`config.mk`:
```
export PLATFORM = sky130hd
export DESIGN_NAME = lc4_alu_issue_flat
export DESIGN_NICKNAME = d
export VERILOG_FILES = /design/src/rtl/lc4_alu_issue_pkg.sv /design/src/rtl/lc4_alu_issue_if.sv /design/src/rtl/lc4_alu_issue_operand_select.sv /design/src/rtl/lc4_alu_issue.sv /design/src/flat_wrapper.sv
export SDC_FILE = /design/constraint.sdc
export NUM_CORES = 1
export LEC_CHECK = 0
export ABC_AREA = 0
export CAP_MARGIN = 20
export CORE_MARGIN = 2
export CORE_UTILIZATION = 38
export CTS_CLUSTER_SIZE = 10
export DETAILED_ROUTE_END_ITERATION = 10
export PLACE_DENSITY = 0.77
export SLEW_MARGIN = 20
export SYNTH_ARGS = -nofsm -noshare
export SYNTH_HDL_FRONTEND = slang
export SYNTH_HIERARCHICAL = 1
export SYNTH_SLANG_ARGS = --single-unit
```
`constraint.sdc`:
```
create_clock -name clk -period 1.75 [get_ports clk]
set_clock_uncertainty 0.2 [all_clocks]
set_input_delay 0.35 -clock clk [delete_from_list [all_inputs] [get_ports clk]]
set_output_delay 0.35 -clock clk [all_outputs]
set_load 0.1 [all_outputs]
```
`src/rtl/lc4_alu_issue_pkg.sv`:
```
// Shared types and decode constants for the LC4 issue stage.
package lc4_issue_pkg;

    typedef enum logic [1:0] {
        ST_IDLE   = 2'd0,
        ST_FETCH  = 2'd1,
        ST_DECODE = 2'd2,
        ST_ISSUE  = 2'd3
    } issue_state_t;

    localparam logic [3:0] OP_ARITH   = 4'b0001;
    localparam logic [3:0] OP_SHIFT   = 4'b1010;
    localparam logic [3:0] OP_CONST   = 4'b1001;
    localparam logic [3:0] OP_HICONST = 4'b1101;
    localparam logic [2:0] OP_LDST    = 3'b011;

    localparam logic [2:0] SUB_SDR1   = 3'b011;
    localparam logic [1:0] SHIFT_SDR2 = 2'b11;

endpackage

```
`src/rtl/lc4_alu_issue_if.sv`:
```
// Issue bundle from the issue stage to lc4_alu with valid/ready handshake.
interface lc4_alu_issue_if #(parameter int WORD_SIZE = 64);
    logic                 valid;
    logic                 ready;
    logic [15:0]          insn;
    logic [15:0]          pc;
    logic [WORD_SIZE-1:0] r1data;
    logic [WORD_SIZE-1:0] r2data;
    logic                 carry;

    modport master (output valid, insn, pc, r1data, r2data, carry, input ready);
    modport slave  (input valid, insn, pc, r1data, r2data, carry, output ready);
endinterface

```
`src/rtl/lc4_alu_issue_operand_select.sv`:
```
// Combinational register-select and shift-right detection from an LC4 instruction word.
module lc4_operand_select
    import lc4_issue_pkg::*;
(
    input  logic [15:0] insn,
    output logic [2:0]  r1sel,
    output logic [2:0]  r2sel,
    output logic        is_sdr1,
    output logic        is_sdr2
);
    logic [3:0] opcode;

    assign opcode  = insn[15:12];
    assign r1sel   = (opcode == OP_HICONST) ? insn[11:9] : insn[8:6];
    assign r2sel   = (insn[15:13] == OP_LDST) ? insn[11:9] : insn[2:0];
    assign is_sdr1 = (opcode == OP_ARITH) && (insn[5:3] == SUB_SDR1);
    assign is_sdr2 = (opcode == OP_SHIFT) && (insn[5:4] == SHIFT_SDR2);
endmodule

```
`src/rtl/lc4_alu_issue.sv`:
```
// LC4 issue stage: fetch, decode selects, capture operands, hand bundle to lc4_alu.
//
// state  | meaning
// IDLE   | waiting for start
// FETCH  | imem read strobe out for pc
// DECODE | imem word valid, operands captured
// ISSUE  | bundle valid, waiting for ready
module lc4_alu_issue
    import lc4_issue_pkg::*;
#(
    parameter int WORD_SIZE = 64
)(
    input  logic                 clk,
    input  logic                 rst_n,
    input  logic                 i_start,
    input  logic [15:0]          i_start_pc,
    input  logic                 i_halt,
    input  logic                 i_redirect,
    input  logic [15:0]          i_redirect_pc,
    output logic                 o_imem_rd,
    output logic [15:0]          o_imem_addr,
    input  logic [15:0]          i_imem_data,
    output logic [2:0]           o_rf_r1sel,
    output logic [2:0]           o_rf_r2sel,
    input  logic [WORD_SIZE-1:0] i_rf_r1data,
    input  logic [WORD_SIZE-1:0] i_rf_r2data,
    lc4_alu_issue_if.master      alu
);
    issue_state_t state;
    logic [15:0]  pc;
    logic [15:0]  pc_next;
    logic         carry_q;
    logic         sdr1_q;
    logic         sdr2_q;
    logic         dec_sdr1;
    logic         dec_sdr2;

    lc4_operand_select u_sel (
        .insn    (i_imem_data),
        .r1sel   (o_rf_r1sel),
        .r2sel   (o_rf_r2sel),
        .is_sdr1 (dec_sdr1),
        .is_sdr2 (dec_sdr2)
    );

    assign pc_next   = pc + 16'd1;
    assign alu.carry = carry_q;

    always_ff @(posedge clk) begin
        if (!rst_n) begin
            state       <= ST_IDLE;
            pc          <= '0;
            carry_q     <= 1'b0;
            sdr1_q      <= 1'b0;
            sdr2_q      <= 1'b0;
            o_imem_rd   <= 1'b0;
            o_imem_addr <= '0;
            alu.valid   <= 1'b0;
            alu.insn    <= '0;
            alu.pc      <= '0;
            alu.r1data  <= '0;
            alu.r2data  <= '0;
        end else begin
            o_imem_rd <= 1'b0;
            case (state)
                ST_IDLE: begin
                    if (i_start) begin
                        pc          <= i_start_pc;
                        carry_q     <= 1'b0;
                        o_imem_rd   <= 1'b1;
                        o_imem_addr <= i_start_pc;
                        state       <= ST_FETCH;
                    end
                end
                ST_FETCH: state <= ST_DECODE;
                ST_DECODE: begin
                    alu.insn   <= i_imem_data;
                    alu.pc     <= pc;
                    alu.r1data <= i_rf_r1data;
                    alu.r2data <= i_rf_r2data;
                    sdr1_q     <= dec_sdr1;
                    sdr2_q     <= dec_sdr2;
                    alu.valid  <= 1'b1;
                    state      <= ST_ISSUE;
                end
                ST_ISSUE: begin
                    if (alu.ready) begin
                        pc        <= pc_next;
                        alu.valid <= 1'b0;
                        if (sdr1_q)
                            carry_q <= alu.r1data[0];
                        else if (sdr2_q)
                            carry_q <= alu.r2data[0];
                        if (i_halt) begin
                            state <= ST_IDLE;
                        end else begin
                            o_imem_rd   <= 1'b1;
                            o_imem_addr <= pc_next;
                            state       <= ST_FETCH;
                        end
                    end
                end
                default: state <= ST_IDLE;
            endcase
            // Redirect wins over halt/start; a concurrent handshake keeps its carry update.
            if (i_redirect) begin
                pc          <= i_redirect_pc;
                o_imem_rd   <= 1'b1;
                o_imem_addr <= i_redirect_pc;
                alu.valid   <= 1'b0;
                state       <= ST_FETCH;
            end
        end
    end
endmodule

```
`src/flat_wrapper.sv`:
```
// flat-port wrapper written by rule: the top's interface ports become plain ports
module lc4_alu_issue_flat import lc4_issue_pkg::*;
#(
    parameter int WORD_SIZE = 64
)
  (clk, rst_n, i_start, i_start_pc, i_halt, i_redirect, i_redirect_pc, o_imem_rd, o_imem_addr, i_imem_data, o_rf_r1sel, o_rf_r2sel, i_rf_r1data, i_rf_r2data, alu_valid, alu_insn, alu_pc, alu_r1data, alu_r2data, alu_carry, alu_ready);
  lc4_alu_issue_if #(.WORD_SIZE(WORD_SIZE)) alu_i ();
  input  logic clk;
  input  logic rst_n;
  input  logic i_start;
  input  logic [15:0] i_start_pc;
  input  logic i_halt;
  input  logic i_redirect;
  input  logic [15:0] i_redirect_pc;
  output logic o_imem_rd;
  output logic [15:0] o_imem_addr;
  input  logic [15:0] i_imem_data;
  output logic [2:0] o_rf_r1sel;
  output logic [2:0] o_rf_r2sel;
  input  logic [WORD_SIZE-1:0] i_rf_r1data;
  input  logic [WORD_SIZE-1:0] i_rf_r2data;
  output wire logic [$bits(alu_i.valid)-1:0] alu_valid;
  output wire logic [$bits(alu_i.insn)-1:0] alu_insn;
  output wire logic [$bits(alu_i.pc)-1:0] alu_pc;
  output wire logic [$bits(alu_i.r1data)-1:0] alu_r1data;
  output wire logic [$bits(alu_i.r2data)-1:0] alu_r2data;
  output wire logic [$bits(alu_i.carry)-1:0] alu_carry;
  input wire logic [$bits(alu_i.ready)-1:0] alu_ready;
  assign alu_valid = alu_i.valid;
  assign alu_insn = alu_i.insn;
  assign alu_pc = alu_i.pc;
  assign alu_r1data = alu_i.r1data;
  assign alu_r2data = alu_i.r2data;
  assign alu_carry = alu_i.carry;
  assign alu_i.ready = alu_ready;
  lc4_alu_issue #(.WORD_SIZE(WORD_SIZE)) u_core (.clk(clk), .rst_n(rst_n), .i_start(i_start), .i_start_pc(i_start_pc), .i_halt(i_halt), .i_redirect(i_redirect), .i_redirect_pc(i_redirect_pc), .o_imem_rd(o_imem_rd), .o_imem_addr(o_imem_addr), .i_imem_data(i_imem_data), .o_rf_r1sel(o_rf_r1sel), .o_rf_r2sel(o_rf_r2sel), .i_rf_r1data(i_rf_r1data), .i_rf_r2data(i_rf_r2data), .alu(alu_i));
endmodule
```
==> impl_metrics.tcl, run 1 <==
set metrics [dict create \
    path_class "register to register" \
    cts_tree "done" \
    startpoint_type "register" \
    postSynth.asyncResetShare 0 \
    final.setup.tns_ns -8.16 \
    place.gp.congestion 0.913 \
    ios 367 \
    yosys.cell_types.count 67 \
    transition_at_the_pin_with_the_smallest_max_transition_slack_ns 0.434 \
    vias 8220 \
    synth-warning-count 6 \
    comb_power_share 0.289 \
    fin_hold_ws_ns 0.0500 \
    start_util 0.385 \
    syn-cell-area_um2 8060 \
    worst_ir_drop_vdd_mv 0.649 \
    synth.cells.most_frequent "dfxtp_1 (199), nor2_1 (179), mux2i_1 (171)" \
    leakage_nw 6.05 \
    core_area_um2 21000 \
    switching_share 0.328 \
    violations "negative setup slack" \
    power.clock.fraction 0.314 \
    yosys-top-cells-area "dfxtp_1 (49%), mux2i_1 (21%), nor2_1 (8.3%)" \
    critPathCaptureType "register" \
    finalMaxSlewViolations 0 \
    die_height_um 150 \
    p_sw_w 0.00410 \
    synth.most_common_cell "dfxtp_1" \
    synth-seq-area-share 0.494 \
    die_w_um 150 \
    p_int_w 0.00838 \
    drive_above_1_share 0.358 \
    worst_ep_required_time_ns 1.83 \
    wirelength_um 32900 \
    hpwl_um 21900 \
    drtIter0Drc 462 \
    timing.hold.worst.class "primary input to register" \
    antenna_violations_before_repair 3 \
    synth_fp_nets 987 \
    grt_start_max_net_pins 48 \
    design.die.area_um2 22400 \
    htree_levels 4 \
    synthesis.instances 801 \
    r2r_setup_slack_ns -0.26 \
    dp_slack_ns -0.633 \
    routedWlPerCell_um 21.5 \
    fin_total_pwr_w 0.0125 \
    numClockSinks 199 \
    number_of_global_route_vias_before_repair 8370 \
    drt_pass1_iterations 5 \
    post-route-period-util 1.15 \
    setup_violating_endpoint_count_in_the_final_report 143 \
    yosys_most_used_dff "dfxtp_1" \
    netlist.top_cell.by_area "dfxtp_1" \
    grtUsageTotal 0.265 \
    outcome "complete, but fails checks" \
    pwr-share-seq 0.397 \
    postLayoutSetupSlackWorst_ns -0.262 \
    arrival_ns 2.10 \
    yosys_top_cell_area_share 0.494 \
    placed_cells 1466 \
    cts.reportedPaths.clkPinSlew_ns 0.08 \
    postRouteAntennaNets 0 \
    clockBufferDepth 2 \
    grt_overflow_total 0 \
    cts_hold_repair.buffers 0 \
    final-instance-count-excl-fill 1534 \
    root_buffer "clkbuf_16" \
    maxSlewHeadroom 0.711 \
    hold_violations 0 \
    clk-insertion-delay-late_ns 0.42 \
    max_clock_freq_mhz 497 \
    rows 53 \
    drv.max_cap_violation_count 0 \
    critPathMaxFanout 5 \
    drt_drc_violations_left 0 \
    areaGrowthSynthToFinish_pct 102 \
    rsz0062_at_grt "true" \
    post_drt_via_cell_ratio 5.36 \
    syn_area_per_cell_um2 10.1 \
    finalCriticalPeriod_ns 2.01 \
    numCtsBuffers 17 \
    ys_seq_elements 199 \
    powerDensity_nw_per_um2 768 \
    number_of_enable_type_register_cells_in_the_synthesized_netlist 0 \
    buffers_added_on_ports 366 \
    grt_first_pass_wirelength_um 46000 \
    nNetsFinal 1430 \
]
## cell families after synthesis
logic type,Yosys count,share of synthesized area
mux,177,0.221
xor+xnor,3,0.00326
simple gates,257,0.151
compound gates,97,0.0877
fa+ha+maj,4,0.00621
flops,199,0.494
buf+inv,64,0.0372
## placed cells by master, fill, tap and decap left out, drive strengths merged, types with 12 or more instances in the layout
master         count
o21ai             18
mux2i            171
buf              292
clkbuf            28
clkdlybuf4s50    170
nor2             181
inv               12
dfxtp            199
nand2             15
a21oi             19
## metrics by stage
stage / util / cell area [um2]
final: 0.776 / 16300
after global placement: 0.693 / 14500
after detailed placement: 0.693 / 14500
after floorplan: - / 8100
after global routing: 0.776 / 16300
after CTS: 0.748 / 15700
## registers in the layout (all words and copies together) (netlist names)
name	count
u_core/alu.r1data	64
u_core/alu.carry	1
u_core/alu.r2data	64
u_core/sdr1_q	1
u_core/sdr2_q	1
u_core/state	2
u_core/pc	16
u_core/alu.pc	16
u_core/o_imem_rd	1
u_core/alu.insn	16
u_core/alu.valid	1
u_core/o_imem_addr	16
## final timing paths
kind | from | to | depth (start not counted)
setup / recovery | u_core/pc[10] | u_core/pc[13] | 4
hold / removal | i_imem_data[14] | u_core/alu.insn[14] | 3
hold reg to reg | u_core/sdr2_q | u_core/sdr2_q | 2
setup reg to reg | u_core/pc[10] | u_core/pc[13] | 4
## metal layers
metal | vias up | part of all wire | wire length [um] | global-route usage
met3 | 123 | 0.092 | 3020 | 0.0866
met5 | - | 0.00039 | 13 | 0
met4 | 2 | 0.043 | 1430 | 0.109
met2 | 482 | 0.52 | 17100 | 0.490
met1 | 3926 | 0.35 | 11400 | 0.274
li1 | 3687 | - | - | -
## power by group through the flow
stage	sequential, W	combinational (W)	clock, W
floorplan	0.00590	0.000767	0
global placement	0.00501	0.00314	0
detailed placement	0.00502	0.00318	0
CTS	0.00494	0.00341	0.00398
global route	0.00497	0.00372	0.00415
finish	0.00496	0.00361	0.00392
## worst max-delay path: stages, from the launching register on
cell and delay [ns]:
dfxtp_1 0.50, nand4_4 0.25, nor4_4 0.43, mux2i_2 0.35, a31oi_1 0.14
## cell type report
class / count / area, um2
multi-input cells: 539 / 4350
fillers: 1255 / 4700
repair buffers: 480 / 6950
clock inverters: 13 / 136
inverters: 7 / 33.8
flip-flops and latches: 199 / 4010
well taps: 275 / 344
diodes: 2 / 5.00
clock buffers: 19 / 443
## repair_timing
item / CTS / global route
resized for setup: 118 / 67
buffers inserted: 14 / 8
endpoints found under the setup margin: 41 / 79
hold endpoints to repair: 0 / 0
gates cloned: 5 / 9
pin swaps: 23 / 19
Note: power is estimated with default switching activity, not from simulation.
==> run 2: changes to the inputs <==
--- a/config.mk
+++ b/config.mk
@@ -9,6 +9,7 @@
 export CAP_MARGIN = 20
 export CORE_MARGIN = 2
 export CORE_UTILIZATION = 38
+export CTS_CLUSTER_DIAMETER = 30
 export CTS_CLUSTER_SIZE = 10
 export DETAILED_ROUTE_END_ITERATION = 10
 export PLACE_DENSITY = 0.77
==> results of run 2 <==
Same layout as run 1: the final DEF is identical, and so are final timing and power.
